### src/rtl/uart_frame_pkg.sv
// Shared types and constants for the UART frame parser.
// FRAME_PARSER_TIMEOUT_EN in the top enables the inter-word timeout.
package uart_frame_pkg;

    typedef enum logic [1:0] {
        ST_IDLE,
        ST_PAYLOAD,
        ST_CHECK,
        ST_DRAIN
    } state_t;

    typedef enum logic [1:0] {
        ERR_LEN  = 2'd0,
        ERR_CSUM = 2'd1,
        ERR_OVF  = 2'd2,
        ERR_TMO  = 2'd3
    } err_t;

    localparam logic [7:0] SYNC_DEFAULT = 8'hA5;

    function automatic logic len_valid(
        input logic [7:0]  len,
        input int unsigned max_len
    );
        return (len != 8'd0) && (32'(len) <= max_len);
    endfunction

endpackage

### src/rtl/uart_frame_buf.sv
// Payload register file: one synchronous write port,
// one combinational read port, contents not reset.
module uart_frame_buf #(
    parameter int W     = 16,
    parameter int DEPTH = 16,
    parameter int AW    = 4
) (
    input  logic          clk,
    input  logic          we,
    input  logic [AW-1:0] waddr,
    input  logic [W-1:0]  wdata,
    input  logic [AW-1:0] raddr,
    output logic [W-1:0]  rdata
);

    logic [W-1:0] mem [DEPTH];

    always_ff @(posedge clk) begin
        if (we) begin
            mem[waddr] <= wdata;
        end
    end

    assign rdata = mem[raddr];

endmodule

### src/rtl/uart_frame_parser.sv
// Parses {SYNC,LEN} + payload + XOR-checksum frames from a UART word stream.
// Define FRAME_PARSER_TIMEOUT_EN to abort stalled frames after TIMEOUT_CYCLES.
module uart_frame_parser
    import uart_frame_pkg::*;
#(
    parameter int         W              = 16,
    parameter int         MAX_LEN        = 16,
    parameter logic [7:0] SYNC           = SYNC_DEFAULT,
    parameter int         TIMEOUT_CYCLES = 4096
) (
    input  logic         clk,
    input  logic         rstn,
    input  logic         s_valid,
    input  logic [W-1:0] s_data,
    output logic         m_valid,
    input  logic         m_ready,
    output logic [W-1:0] m_data,
    output logic         m_last,
    output logic         frame_ok,
    output logic         frame_err,
    output logic [1:0]   err_code
);

    localparam int AW = (MAX_LEN > 1) ? $clog2(MAX_LEN) : 1;

    state_t       state_q, state_d;
    logic [7:0]   len_q, len_d;
    logic [7:0]   wr_q, wr_d;
    logic [7:0]   rd_q, rd_d;
    logic [W-1:0] csum_q, csum_d;
    logic         ok_q, ok_d;
    logic         err_q, err_d;
    err_t         code_q, code_d;
    logic         we;
    logic [W-1:0] rdata;
    logic [7:0]   hdr_len;
    logic         hdr_sync;
    logic         drain;
    logic         at_last;

    assign hdr_len  = s_data[7:0];
    assign hdr_sync = (s_data[15:8] == SYNC);
    assign drain    = (state_q == ST_DRAIN);
    assign at_last  = (rd_q == len_q - 8'd1);

`ifdef FRAME_PARSER_TIMEOUT_EN
    localparam int TW = $clog2(TIMEOUT_CYCLES + 1);
    logic [TW-1:0] cnt_q, cnt_d;
`else
    logic unused_tmo;
    assign unused_tmo = (TIMEOUT_CYCLES != 0);
`endif

    uart_frame_buf #(
        .W     (W),
        .DEPTH (MAX_LEN),
        .AW    (AW)
    ) u_buf (
        .clk   (clk),
        .we    (we),
        .waddr (wr_q[AW-1:0]),
        .wdata (s_data),
        .raddr (rd_q[AW-1:0]),
        .rdata (rdata)
    );

    always_comb begin
        state_d = state_q;
        len_d   = len_q;
        wr_d    = wr_q;
        rd_d    = rd_q;
        csum_d  = csum_q;
        ok_d    = 1'b0;
        err_d   = 1'b0;
        code_d  = ERR_LEN;
        we      = 1'b0;
`ifdef FRAME_PARSER_TIMEOUT_EN
        cnt_d   = '0;
`endif
        unique case (state_q)
            ST_IDLE: begin
                if (s_valid && hdr_sync) begin
                    if (!len_valid(hdr_len, MAX_LEN)) begin
                        err_d  = 1'b1;
                        code_d = ERR_LEN;
                    end else begin
                        len_d   = hdr_len;
                        csum_d  = s_data;
                        wr_d    = 8'd0;
                        state_d = ST_PAYLOAD;
                    end
                end
            end
            ST_PAYLOAD: begin
                if (s_valid) begin
                    we     = 1'b1;
                    csum_d = csum_q ^ s_data;
                    wr_d   = wr_q + 8'd1;
                    if (wr_q == len_q - 8'd1) begin
                        state_d = ST_CHECK;
                    end
                end
            end
            ST_CHECK: begin
                if (s_valid) begin
                    if (s_data == csum_q) begin
                        ok_d    = 1'b1;
                        rd_d    = 8'd0;
                        state_d = ST_DRAIN;
                    end else begin
                        err_d   = 1'b1;
                        code_d  = ERR_CSUM;
                        state_d = ST_IDLE;
                    end
                end
            end
            ST_DRAIN: begin
                // Words arriving mid-drain are lost; flag but keep draining.
                if (s_valid) begin
                    err_d  = 1'b1;
                    code_d = ERR_OVF;
                end
                if (m_ready) begin
                    rd_d = rd_q + 8'd1;
                    if (at_last) begin
                        state_d = ST_IDLE;
                    end
                end
            end
            default: state_d = ST_IDLE;
        endcase
`ifdef FRAME_PARSER_TIMEOUT_EN
        if ((state_q == ST_PAYLOAD || state_q == ST_CHECK) && !s_valid) begin
            if (cnt_q == TW'(TIMEOUT_CYCLES - 1)) begin
                err_d   = 1'b1;
                code_d  = ERR_TMO;
                state_d = ST_IDLE;
            end else begin
                cnt_d = cnt_q + 1'b1;
            end
        end
`endif
    end

    always_ff @(posedge clk or negedge rstn) begin
        if (!rstn) begin
            state_q <= ST_IDLE;
            len_q   <= 8'd0;
            wr_q    <= 8'd0;
            rd_q    <= 8'd0;
            csum_q  <= '0;
            ok_q    <= 1'b0;
            err_q   <= 1'b0;
            code_q  <= ERR_LEN;
        end else begin
            state_q <= state_d;
            len_q   <= len_d;
            wr_q    <= wr_d;
            rd_q    <= rd_d;
            csum_q  <= csum_d;
            ok_q    <= ok_d;
            err_q   <= err_d;
            code_q  <= code_d;
        end
    end

`ifdef FRAME_PARSER_TIMEOUT_EN
    always_ff @(posedge clk or negedge rstn) begin
        if (!rstn) begin
            cnt_q <= '0;
        end else begin
            cnt_q <= cnt_d;
        end
    end
`endif

    assign m_valid   = drain;
    assign m_data    = drain ? rdata : '0;
    assign m_last    = drain && at_last;
    assign frame_ok  = ok_q;
    assign frame_err = err_q;
    assign err_code  = code_q;

endmodule
### config.mk
export PLATFORM = sky130hd
export DESIGN_NAME = uart_frame_parser
export DESIGN_NICKNAME = d
export VERILOG_FILES = /design/src/rtl/uart_frame_pkg.sv /design/src/rtl/uart_frame_buf.sv /design/src/rtl/uart_frame_parser.sv
export SDC_FILE = /design/constraint.sdc
export NUM_CORES = 1
export LEC_CHECK = 0
export CAP_MARGIN = 20
export CORE_UTILIZATION = 40
export CTS_CLUSTER_DIAMETER = 30
export DETAILED_ROUTE_END_ITERATION = 12
export GPL_TIMING_DRIVEN = 0
export PLACE_DENSITY = 0.56
export SLEW_MARGIN = 40
export SYNTH_ARGS = -nofsm -noshare
export SYNTH_HDL_FRONTEND = slang
export SYNTH_SLANG_ARGS = --single-unit
### constraint.sdc
create_clock -name clk -period 2.4 [get_ports clk]
set_input_delay 0.24 -clock clk [delete_from_list [all_inputs] [get_ports clk]]
set_output_delay 0.24 -clock clk [all_outputs]
set_load 0.03 [all_outputs]
**Yosys cells after proc, flatten, opt, wreduce, memory -nomap -nowiden**

Memory sizes are Yosys's and may differ from the RTL's.
Index checks and enable logic that the tools add are counted.

- Flip-flop bits (word level): 46
- RAM bits: 256
- Input port bits: 20
- Output and inout bits: 22
- Word-level logic and storage cells: 78
- Memories kept: 1

Memories:

| memory | depth | width | rd ports | clocked after memory_dff | write ports | RTL line | RTL |
|---|---|---|---|---|---|---|---|
| u_buf.mem | 16 | 16 | 1 | 0 | 1 | uart_frame_buf.sv:16 | `logic [W-1:0] mem [DEPTH];` |

- Add/sub/neg operators: 3
- Magnitude comparators: 1
- Eq/ne operators: 15
- Mux-type cells: 38
- Bitwise logic cells: 1
- Reduce and logical (&&, ||, !) cells: 11

Operators with widths:

| cell | number |
|---|---|
| $mux W16 | 4 |
| $mux W8 | 6 |
| $pmux W16 S2 | 1 |
| $pmux W8 S2 | 2 |
| $mux W2 | 9 |
| $add A8 B1 Y8 const B | 2 |
| $eq A16 B16 Y1 | 1 |
| $eq A8 B8 Y1 | 2 |
| $xor A16 B16 Y16 | 1 |
| $ne A2 B2 Y1 const B | 7 |
| $mux W1 | 13 |
| $eq A8 B8 Y1 const B | 1 |
| $le A8 B5 Y1 const B | 1 |
| $pmux W2 S4 | 1 |
| $reduce_and A4 Y1 | 2 |
| $reduce_bool A8 Y1 | 1 |
| $sub A8 B1 Y8 const B | 1 |
| $reduce_and A7 Y1 | 1 |
| $eq A2 B2 Y1 const B | 2 |
| $pmux W2 S2 | 1 |
| $reduce_bool A2 Y1 | 2 |
| $logic_and A1 B1 Y1 | 3 |
| $pmux W1 S3 | 1 |
| $reduce_and A3 Y1 | 1 |
| other kinds (3) | 3 |

**Logic depth before layout (Yosys ltp)**

Gate-level depths: netlist of the first run.

- Word-level depth: 5
- Depth in mapped cells: 9
- Mapped depth without buffers: 8

**Hierarchy**

A second synthesis of the first run with hierarchy kept.

- Cells, all modules: 711
- Area, all modules: 12603.3 µm²

By module, submodules not included:

| module | times used | cells an instance | area each (µm²) | sequential area each (µm²) |
|---|---|---|---|---|
| uart_frame_buf | 1 | 416 | 9721.8 | 7687.4 |
| uart_frame_parser | 1 | 295 | 2881.5 | 1151.1 |

**Worst setup path after synthesis of the first run**

OpenSTA, ideal clock, no wires.

- Kind: reg2out
- Start point: register len_q[0]
- End point: output m_last
- Data arrival time: 2.596 ns
- Data required time: 2.160 ns
- Path slack: -0.436 ns
- Cell stages (with the launch flop): 8
- Path buffers: 1
- Path through: dfrtp_1 clkbuf_1 inv_1 ha_1 or3b_2 a2111oi_0 or4_1 nor4_1

- Longest elaborated chain between the ends: 3

RTL lines:

| element | RTL line | RTL |
|---|---|---|
| start: declaration | uart_frame_parser.sv:27 | `logic [7:0] len_q, len_d;` |
| start signal: assignment | uart_frame_parser.sv:157 | `len_q <= len_d;` |
| $sub A8 B1 Y8 | uart_frame_parser.sv:44 | `assign at_last = (rd_q == len_q - 8'd1);` |
| $eq A8 B8 Y1 | uart_frame_parser.sv:44 |  |
| $logic_and A1 B1 Y1 | uart_frame_parser.sv:179 | `assign m_last = drain && at_last;` |
| end: declaration | uart_frame_parser.sv:18 | `output logic m_last,` |

No other way between the ends.

**Worst setup path after layout of the first run**

- Start point: register rd_q[0]
- End point: output m_data[11]

- Longest elaborated chain between the ends: 2

RTL lines:

| element | RTL line | RTL |
|---|---|---|
| start: declaration | uart_frame_parser.sv:29 | `logic [7:0] rd_q, rd_d;` |
| start signal: assignment | uart_frame_parser.sv:159 | `rd_q <= rd_d;` |
| $mem_v2 Z16 W16 | n/a |  |
| $mux W16 | uart_frame_parser.sv:178 | `assign m_data = drain ? rdata : '0;` |
| end: declaration | uart_frame_parser.sv:17 | `output logic [W-1:0] m_data,` |

No other way between the ends.

==> impl_metrics.env, run 1 <==
export IMPL_outcome="finished, violations left"
export IMPL_violations="DRC, setup timing"
export IMPL_r2r_setup_slack_ns=0.12
export IMPL_cpPeakStageDelay_ns=0.56
export IMPL_period_needed_ns=2.88
export IMPL_synth_area_per_cell_um2=18.1
export IMPL_numCtsBuffers=66
export IMPL_drtIter0Drc=449
export IMPL_dpl_hpwl_um=19100
export IMPL_rsz0062_at_grt="true"
export IMPL_critPathArrivalTime_ns=2.64
export IMPL_vdd_ir_drop_worst_mv=0.533
export IMPL_hold_viol=0
export IMPL_worstSetupStartpointType="flip-flop"
export IMPL_yosysSeqAreaShare=0.705
export IMPL_met2_length_um=14900
export IMPL_setup_viol=17
export IMPL_crit_type="flip-flop to primary output"
export IMPL_drcViolationCount=4
export IMPL_yosys_warnings=0
export IMPL_p_seq_frac=0.390
export IMPL_syn_area_um2=12500
export IMPL_vias=6953
export IMPL_grt_max_degree=26
export IMPL_slowest_stage="mux4_2"
export IMPL_worst_pin_slew_ns=0.836
export IMPL_worstPathRequired_ns=2.16
export IMPL_pin_count=42
export IMPL_timing_rr_start="state_q[1]$_DFFE_PN0P_"
export IMPL_dieArea_um2=32100
export IMPL_leakage_uw=0.00577
export IMPL_htree_levels=3
export IMPL_p_comb_frac=0.017
export IMPL_met3_length_um=1760
export IMPL_p_per_area_nw_per_um2=892
export IMPL_worst_clock_skew_ns=0.0204
export IMPL_grt_pass1_wl_um=44900
export IMPL_cp_max_fo=7
export IMPL_insertion_delay_ns=0.54
export IMPL_portBuffers=41
export IMPL_drive_gt1_frac=0.378
export IMPL_start_util=0.408
export IMPL_area_delta_synth_final_pct=32.2
export IMPL_gp_congestion=0.793
export IMPL_clockRootBuffer="clkbuf_16"
export IMPL_grt_pass1_vias=7281
export IMPL_p_total_uw=14800
export IMPL_overflow=0
export IMPL_wl_um=30600
export IMPL_p_int_uw=11800
export IMPL_dr_pass1_iters=9
export IMPL_reg2reg_to="u_buf.mem[12][1]$_DFFE_PP_"
export IMPL_sw_frac_of_total=0.201
export IMPL_detail_route_antenna_nets=0
export IMPL_worstRegToRegCells=6
export IMPL_finish_net_count=868
export IMPL_fin_ws_ns=-0.478
export IMPL_grt_total_usage=0.198
export IMPL_rows=64
export IMPL_drv_cap=0
export IMPL_postSynthNetCount=719
export IMPL_avgViaCountPerCell=5.39
export IMPL_die_y_um=179
export IMPL_detail_route_wl_per_cell_um=23.8
export IMPL_min_period_over_period=1.20
export IMPL_slew_violations=0
export IMPL_cp_startpoint="rd_q[0]$_DFFE_PN0P_"
export IMPL_clk_pin_slew_ns=0.04
export IMPL_clockBufferDepth=3
export IMPL_dr_max_layer_used="met4"
export IMPL_maxClockFrequency_mhz=347
export IMPL_ys_ff_latch=302
export IMPL_worstSetupEndpointType="primary output"
export IMPL_post_place_ws_ns=-1.18
export IMPL_yosysUniqueCellTypes=45
export IMPL_p_sw_uw=2970
export IMPL_diodes=0
export IMPL_holdCritPathClass="input port to async pin"
export IMPL_syn_inst=693
export IMPL_crit_chain="buf_12, buf_12, mux4_2, mux4_2, and2_4, buf_6"
export IMPL_core_area_um2=30700
export IMPL_die_x_um=179
export IMPL_critical_path_endpoint="m_data[11]"
export IMPL_numClockSinks=302
export IMPL_clkPwrFrac=0.593
export IMPL_cts_tree="yes"
export IMPL_antenna_found_initial=2
export IMPL_wl_met1_um=13200
export IMPL_max_slew_margin=0.443
## sequential cells by signal, indices dropped and copies added, names as in the netlist
| signal | count |
|---|---|
| len_q | 8 |
| csum_q | 16 |
| err_code | 2 |
| u_buf.mem | 256 |
| frame_ok | 1 |
| frame_err | 1 |
| rd_q | 8 |
| state_q | 2 |
| wr_q | 8 |
## routing by layer
metal	GRT usage	vias up
li1	-	3037
met2	0.316	224
met3	0.0386	71
met1	0.269	3621
met5	0	-
met4	0.0738	0
## power by group through the flow
stage,sequential (uW),combinational (uW),clock (uW)
4_1_cts,5760,252,8880
3_3_place_gp,5850,231,0
5_1_grt,5760,278,9130
2_1_floorplan,5840,89.0,0
6_report,5760,252,8760
3_5_place_dp,5850,257,0
## placed cells by master (no fill, tap or decap), types with 6 or more instances in the layout
| master | count |
|---|---|
| buf_6 | 22 |
| nor2_1 | 17 |
| buf_12 | 7 |
| nand3_1 | 7 |
| mux4_2 | 80 |
| xnor2_1 | 18 |
| nor3_4 | 6 |
| nand2_1 | 65 |
| clkbuf_1 | 10 |
| clkbuf_8 | 10 |
| buf_2 | 9 |
| clkbuf_16 | 71 |
| xor2_1 | 46 |
| bufinv_16 | 7 |
| clkdlybuf4s50_1 | 6 |
| o21ai_0 | 7 |
| nor2_4 | 13 |
| clkbuf_2 | 8 |
| dlygate4sd2_1 | 9 |
| edfxtp_1 | 256 |
| clkinv_2 | 15 |
| buf_4 | 24 |
| buf_8 | 11 |
| nor4_1 | 9 |
| dfrtp_1 | 43 |
| and2_4 | 15 |
## critical path: cells and delay by family (launching register included)
family                 cells  cell delay, ns
multiplexers               2            1.06
AND/OR/NAND/NOR            1            0.17
flip-flops                 1            0.44
buffers and inverters      3            0.44
## per-stage QoR
step / hold WS, ns / cell area (um2) / TNS [ns] / util / instances
2_1_floorplan: -0.0556 / 12600 / -0.115 / - / 693
3_3_place_gp: 0.547 / 13500 / -298.84 / 0.438 / 1130
3_5_place_dp: 0.175 / 13800 / -84.43 / 0.448 / 1143
4_1_cts: 0.145 / 16300 / -7.52 / 0.530 / 1276
5_1_grt: 0.166 / 16600 / -8.18 / 0.539 / 1289
6_report: 0.145 / 16600 / -7.05 / 0.539 / 1289
## cell families (layout without fill, tap and decap cells)
group	after synthesis	count (layout)	synth area share
compound gates	21	21	0.0106
xor+xnor	64	64	0.0447
fa+ha+maj	6	6	0.00599
buf+inv	39	239	0.0166
flops	302	302	0.705
mux	82	82	0.145
simple gates	179	179	0.0719
## area by class of cell
type | instances | area (um2)
fillers | 2433 | 14200
flip-flops and latches | 302 | 8840
multi-input cells | 352 | 3770
clock buffers | 79 | 1770
repair buffers | 83 | 900
well taps | 396 | 495
clock inverters | 40 | 428
plain buffers | 31 | 335
inverters | 6 | 26.3
## synth_stat cells, drive strengths merged
master / count / area [um2]
edfxtp: 256 / 7690
mux4: 80 / 1800
nand2: 66 / 248
dfrtp: 46 / 1150
xor2: 46 / 403
nor2: 31 / 119
and2: 19 / 119
clkbuf: 18 / 87.6
xnor2: 18 / 158
buf: 15 / 97.6
nor3: 13 / 75.1
nor4: 12 / 90.1
nand3: 7 / 35.0
o21ai: 7 / 35.0
ha: 6 / 75.1
inv: 6 / 22.5
nand4: 5 / 31.3
a31oi: 4 / 25.0
and3: 4 / 26.3
nand2b: 4 / 25.0
a21oi: 3 / 15.0
nand3b: 3 / 22.5
nor2b: 3 / 18.8
a2111oi: 2 / 17.5
mux2i: 2 / 20.0
nor3b: 2 / 15.0
or2: 2 / 12.5
or2b: 2 / 17.5
or3: 2 / 12.5
a211oi: 1 / 7.51
a22oi: 1 / 7.51
a31o: 1 / 8.76
and3b: 1 / 8.76
nand4b: 1 / 8.76
o21a: 1 / 7.51
o221ai: 1 / 8.76
or3b: 1 / 8.76
or4: 1 / 7.51
## worst min-delay path by stage
stage | startpoint | endpoint | slack [ns] | cells past startpoint
2_1_floorplan | rstn | csum_q[0]$_DFFE_PN0P_ | -0.06 | 0
3_3_place_gp | csum_q[4]$_DFFE_PN0P_ | csum_q[4]$_DFFE_PN0P_ | 0.55 | 2
3_5_place_dp | rstn | len_q[7]$_DFFE_PN0P_ | 0.17 | 1
4_1_cts | rstn | len_q[7]$_DFFE_PN0P_ | 0.15 | 2
5_1_grt | rstn | wr_q[5]$_DFFE_PN0P_ | 0.17 | 2
6_report | rstn | len_q[7]$_DFFE_PN0P_ | 0.15 | 2
## repair_timing
| action | CTS | global route |
|---|---|---|
| pin swaps | 8 | 8 |
| buffers inserted | 14 | 10 |
| endpoints found under the setup margin | 178 | 44 |
| endpoints found under the hold margin | 46 | 0 |
| cloned | 1 | 4 |
| hold buffers | 1 | 0 |
| gates resized for setup | 188 | 49 |
Note: power is estimated with default switching activity, not from simulation.
==> inputs of run 2 (changes only) <==
Settings changed: DONT_BUFFER_PORTS from default to 1, PLACE_DENSITY 0.56 to 0.54.
==> run 2 against run 1 <==
- the flow still finishes with violations (DRC, setup timing)
- first-iteration DRC count is 14% higher
- global-route usage hardly changed
- critical path depth is 1 lower
- largest power group unchanged
- cell count is 4.3% lower
- critical endpoint is now m_data[8]
- total power is 7.2% lower
- largest cell class unchanged
==> impl_metrics.env, run 2 (synthesis results as in run 1) <==
export IMPL_grt_pass1_wl_um=45000
export IMPL_detail_route_wl_per_cell_um=24.4
export IMPL_whs_path_depth=4
export IMPL_worst_pin_slew_ns=0.830
export IMPL_worstSetupEndpointType="primary output"
export IMPL_critPathArrivalTime_ns=2.55
export IMPL_core_area_um2=30700
export IMPL_hold_viol=0
export IMPL_fin_util=0.516
export IMPL_overflow=0
export IMPL_fin_ws_ns=-0.387
export IMPL_antenna_found_initial=1
export IMPL_crit_type="flip-flop to primary output"
export IMPL_slew_violations=0
export IMPL_dr_pass1_iters=9
export IMPL_cts_tree="yes"
export IMPL_drtIter0Drc=510
export IMPL_clockRootBuffer="clkbuf_16"
export IMPL_insertion_delay_ns=0.55
export IMPL_maxClockFrequency_mhz=359
export IMPL_p_total_uw=13700
export IMPL_vias=6547
export IMPL_cp_top_family="multiplexers"
export IMPL_drv_cap=0
export IMPL_grt_pass1_vias=7118
export IMPL_die_x_um=179
export IMPL_grt_max_degree=47
export IMPL_timing_critical_path_depth=5
export IMPL_cpPeakStageDelay_ns=0.53
export IMPL_area_delta_synth_final_pct=26.5
export IMPL_worstSetupStartpointType="flip-flop"
export IMPL_period_needed_ns=2.79
export IMPL_cp_startpoint="rd_q[0]$_DFFE_PN0P_"
export IMPL_dpl_hpwl_um=18400
export IMPL_p_per_area_nw_per_um2=864
export IMPL_cp_num_buf_inv=2
export IMPL_top_regs="u_buf.mem: 256 flops, csum_q: 16 flops"
export IMPL_holdWs_ns=0.0267
export IMPL_timing_rr_start="len_q[3]$_DFFE_PN0P_"
export IMPL_rows=64
export IMPL_clockBufferDepth=3
export IMPL_holdCritPathClass="input port to flip-flop"
export IMPL_cp_max_fo=5
export IMPL_portBuffers=0
export IMPL_max_slew_margin=0.445
export IMPL_worst_clock_skew_ns=0.0192
export IMPL_setup_viol=17
export IMPL_drcViolationCount=6
export IMPL_worstRegToRegCells=8
export IMPL_clk_pin_slew_ns=0.05
export IMPL_regMostFlops="u_buf.mem"
export IMPL_dieArea_um2=32100
export IMPL_min_period_over_period=1.16
export IMPL_wl_um=30200
export IMPL_detail_route_antenna_nets=0
export IMPL_largest_register_ffs=256
export IMPL_worstPathRequired_ns=2.16
export IMPL_hp_start="s_data[5]"
export IMPL_outcome="finished, violations left"
export IMPL_layout_commonest_cell="edfxtp_1"
export IMPL_crit_chain="buf_12, buf_12, mux4_2, mux4_2, and2_4"
export IMPL_finish_net_count=820
export IMPL_leakage_uw=0.00535
export IMPL_start_util=0.408
export IMPL_die_y_um=179
export IMPL_slowest_stage="mux4_2"
export IMPL_mostFrequentLayoutCells="256 x edfxtp_1, 80 x mux4_2, 66 x nand2_1, 56 x clkbuf_16, 46 x xor2_1"
export IMPL_grt_total_usage=0.198
export IMPL_avgViaCountPerCell=5.31
export IMPL_rsz0062_at_grt="true"
export IMPL_numClockSinks=302
export IMPL_htree_levels=2
export IMPL_vdd_ir_drop_worst_mv=0.529
export IMPL_violations="DRC, setup timing"
export IMPL_pin_count=42
export IMPL_numCtsBuffers=53
export IMPL_drive_gt1_frac=0.346
export IMPL_gp_congestion=0.773
-- run 2: cell types whose count changed in the layout (fill, tap and decap cells not counted), moves of 6 or more --
cell / change
clkbuf_16: -15
clkdlybuf4s50_1: -6
buf_4: -10
buf_6: -15
dlygate4sd2_1: -9
clkbuf_1: -6
clkbuf_8: -6
clkinv_2: -7
dlygate4sd3_1: +17
clkinv_4: +6
-- run 2: final cells by class --
cell class              count  area, um2
multi-input cells         352       3740
fillers                  2455      14900
well taps                 396        495
clock inverters            42        503
flip-flops and latches    302       8840
inverters                   6       26.3
repair buffers             48        552
clock buffers              56       1380
plain buffers              31        327
diodes                      1       2.50
-- run 2: worst min-delay path, stage by stage --
cell	delay [ns]
nor3_1	0.04
nand2_1	0.06
a31oi_1	0.07
nor2b_1	0.11
-- run 2: metrics by stage --
stage	area [um2]	setup TNS, ns	setup slack (ns)	instances
2_1_floorplan	12600	-0.115	-0.115	693
3_3_place_gp	13100	-140.89	-0.676	1089
4_1_cts	15800	-6.11	-0.404	1232
5_1_grt	15900	-6.96	-0.437	1233
3_5_place_dp	13300	-11.28	-0.478	1102
6_report	15900	-6.02	-0.387	1234
-- run 2: what timing repair did --
action / in CTS / in global routing
pin swaps: 6 / 0
setup buffers: 13 / 0
resized for setup: 96 / 3
hold buffers: 20 / 0
gates cloned: 1 / 1
endpoints found under the hold margin: 331 / 0
endpoints found under the setup margin: 103 / 20
-- run 2: routing by layer --
metal / wire length, um / vias up / track usage
met2: 15200 / 148 / 0.332
met5: 13 / - / 0
met1: 12900 / 3426 / 0.264
li1: - / 2922 / -
met4: 724 / 2 / 0.0611
met3: 1310 / 49 / 0.0341
-- run 2: power by group --
| part | switching, uW | internal (uW) | total, uW |
|---|---|---|---|
| clock | 2630 | 5090 | 7720 |
| sequential | 19.2 | 5730 | 5750 |
| combinational | 172 | 74.4 | 246 |
-- run 2: final timing paths --
kind / to / slack (ns)
worst max-delay path: m_data[8] / -0.39
worst min-delay path: frame_err$_DFF_PN0_ / 0.03
worst max register to register: state_q[1]$_DFFE_PN0P_ / 0.12
worst min register to register: csum_q[5]$_DFFE_PN0P_ / 0.56
max in group asynchronous: rd_q[0]$_DFFE_PN0P_ / 1.93
min in group asynchronous: err_code[0]$_DFF_PN0_ / 0.24
==> inputs of run 3 (changes only) <==
Settings changed: CORE_MARGIN from default to 2.
==> run 3 against run 2 <==
- the run ends with setup timing left
- highest routed layer unchanged
- via count increased by 0.89%
- design area increased by 0.17%
- sequential cell count unchanged
- first-iteration DRC count decreased by 7.3%
- critical path depth unchanged
- worst hold slack improved by 0.019 ns
- sequential share of layout area decreased by 0.096 points
- utilization increased by 0.089 points
- clock-buffer cell count increased by 11
- sequential power about the same
- critical endpoint is now m_data[12]
- cell count increased by 0.73%
==> impl_metrics.env, run 3 (synthesis results as in run 1) <==
export IMPL_outcome="finished, violations left"
export IMPL_violations="setup timing"
export IMPL_hold_viol=0
export IMPL_dr_pass1_iters=7
export IMPL_numClockSinks=302
export IMPL_fin_util=0.517
export IMPL_start_util=0.408
export IMPL_clockRootBuffer="clkbuf_16"
export IMPL_whs_path_depth=4
export IMPL_worstRegToRegCells=5
export IMPL_drv_cap=0
export IMPL_finalInstanceArea_um2=15900
export IMPL_cp_max_fo=7
export IMPL_regMostFlops="u_buf.mem"
export IMPL_die_x_um=181
export IMPL_layout_commonest_cell="edfxtp_1"
export IMPL_detail_route_wl_per_cell_um=24.3
export IMPL_portBuffers=0
export IMPL_core_area_um2=30700
export IMPL_drive_gt1_frac=0.337
export IMPL_critPathMostFrequentCell="mux4_2"
export IMPL_crit_chain="buf_8, buf_12, mux4_2, mux4_2, and2_4"
export IMPL_rows=64
export IMPL_clk_pin_slew_ns=0.05
export IMPL_worstSetupEndpointType="primary output"
export IMPL_fin_ws_ns=-0.441
export IMPL_die_y_um=181
export IMPL_finish_net_count=825
export IMPL_grt_max_degree=47
export IMPL_rsz0062_at_grt="true"
export IMPL_grt_pass1_vias=7038
export IMPL_antenna_found_initial=2
export IMPL_htree_levels=2
export IMPL_numCtsBuffers=56
export IMPL_clockBufferDepth=3
export IMPL_top_regs="u_buf.mem: 256 flops, csum_q: 16 flops"
export IMPL_worstSetupStartpointType="flip-flop"
export IMPL_cpPeakStageDelay_ns=0.56
export IMPL_worst_clock_skew_ns=0.0127
export IMPL_overflow=0
export IMPL_dieArea_um2=32800
export IMPL_avgViaCountPerCell=5.31
export IMPL_drtIter0Drc=473
export IMPL_cts_tree="yes"
export IMPL_worstPathRequired_ns=2.16
export IMPL_detail_route_antenna_nets=0
export IMPL_holdCritPathClass="input port to flip-flop"
export IMPL_period_needed_ns=2.84
export IMPL_placed_cell_area_um2=13300
export IMPL_slowest_stage="mux4_2"
export IMPL_max_slew_margin=0.430
export IMPL_area_delta_synth_final_pct=26.8
export IMPL_drcViolationCount=0
export IMPL_p_per_area_nw_per_um2=888
export IMPL_final_cells=1243
export IMPL_min_period_over_period=1.18
export IMPL_holdWs_ns=0.0457
export IMPL_grt_total_usage=0.188
export IMPL_gp_congestion=0.795
export IMPL_wl_um=30300
export IMPL_grt_pass1_wl_um=45200
export IMPL_setup_tns_ns=-6.90
export IMPL_insertion_delay_ns=0.55
export IMPL_leakage_uw=0.00538
export IMPL_vias=6605
export IMPL_dp_cells=1102
export IMPL_critPathArrivalTime_ns=2.60
export IMPL_dpl_hpwl_um=18500
export IMPL_setup_viol=17
export IMPL_pin_count=42
export IMPL_slew_violations=0
export IMPL_crit_type="flip-flop to primary output"
export IMPL_largest_register_ffs=256
export IMPL_worst_pin_slew_ns=0.853
export IMPL_vdd_ir_drop_worst_mv=0.597
export IMPL_maxClockFrequency_mhz=352
export IMPL_mostFrequentLayoutCells="256 x edfxtp_1, 80 x mux4_2, 66 x nand2_1, 58 x clkbuf_16, 46 x xor2_1"
## run 3: changes by cell type in the layout (fill, tap and decap cells not counted), moves of 2 or more
cell / previous run / this run
clkinv_4: 8 / 4
dlygate4sd3_1: 18 / 20
bufinv_16: 8 / 10
inv_6: 7 / 3
clkbuf_1: 4 / 11
buf_6: 7 / 12
clkbuf_16: 56 / 58
buf_12: 9 / 2
buf_4: 14 / 17
clkinv_1: 1 / 4
## run 3: per-stage QoR
stage	power (uW)	worst slack, ns
floorplan	5930	-0.115
global placement	5950	-0.669
detailed placement	5970	-0.461
CTS	14200	-0.458
global route	14500	-0.504
finish	14100	-0.441
## run 3: layout make-up
cell class	instances	area, um2
buffer	31	269
antenna	1	2.50
clock buffer	67	1480
inverter	6	26.3
clock inverter	38	499
timing repair buffer	50	543
multi-input combinational	352	3730
sequential	302	8840
fill	2499	14900
tap	396	495
## run 3: path summary, 6_finish.rpt
check	from	to	slack [ns]
max	rd_q[0]$_DFFE_PN0P_	m_data[12]	-0.44
min	s_valid	state_q[1]$_DFFE_PN0P_	0.05
max reg2reg	state_q[1]$_DFFE_PN0P_	u_buf.mem[12][11]$_DFFE_PP_	0.15
min reg2reg	csum_q[13]$_DFFE_PN0P_	csum_q[13]$_DFFE_PN0P_	0.56
max in group asynchronous	rstn	csum_q[10]$_DFFE_PN0P_	1.95
min in group asynchronous	rstn	wr_q[3]$_DFFE_PN0P_	0.23
## run 3: layer usage
metal	GRT usage	vias up	part of all wire
met5	0	-	0.00089
met3	0.0363	56	0.048
li1	-	2941	-
met1	0.254	3444	0.43
met4	0.0676	4	0.027
met2	0.307	160	0.49
## run 3: report_power, final
part           internal (uW)  switching [uW]
sequential              5730            20.2
clock                   5490            2610
combinational           77.2             172
total                  11300            2810
## run 3: what timing repair did
action                                 CTS  global route
resized for setup                       71            16
cloned                                   0             1
setup endpoints to repair              156            31
hold buffers                            22             0
endpoints found under the hold margin  331             0
setup buffers                           13             1
pin swaps                                5             1
## run 3: critical path: cells and delay by family (launching register included)
family                 cells  cell delay [ns]
AND/OR/NAND/NOR            1             0.21
flip-flops                 1             0.47
multiplexers               2             1.05
buffers and inverters      2             0.31
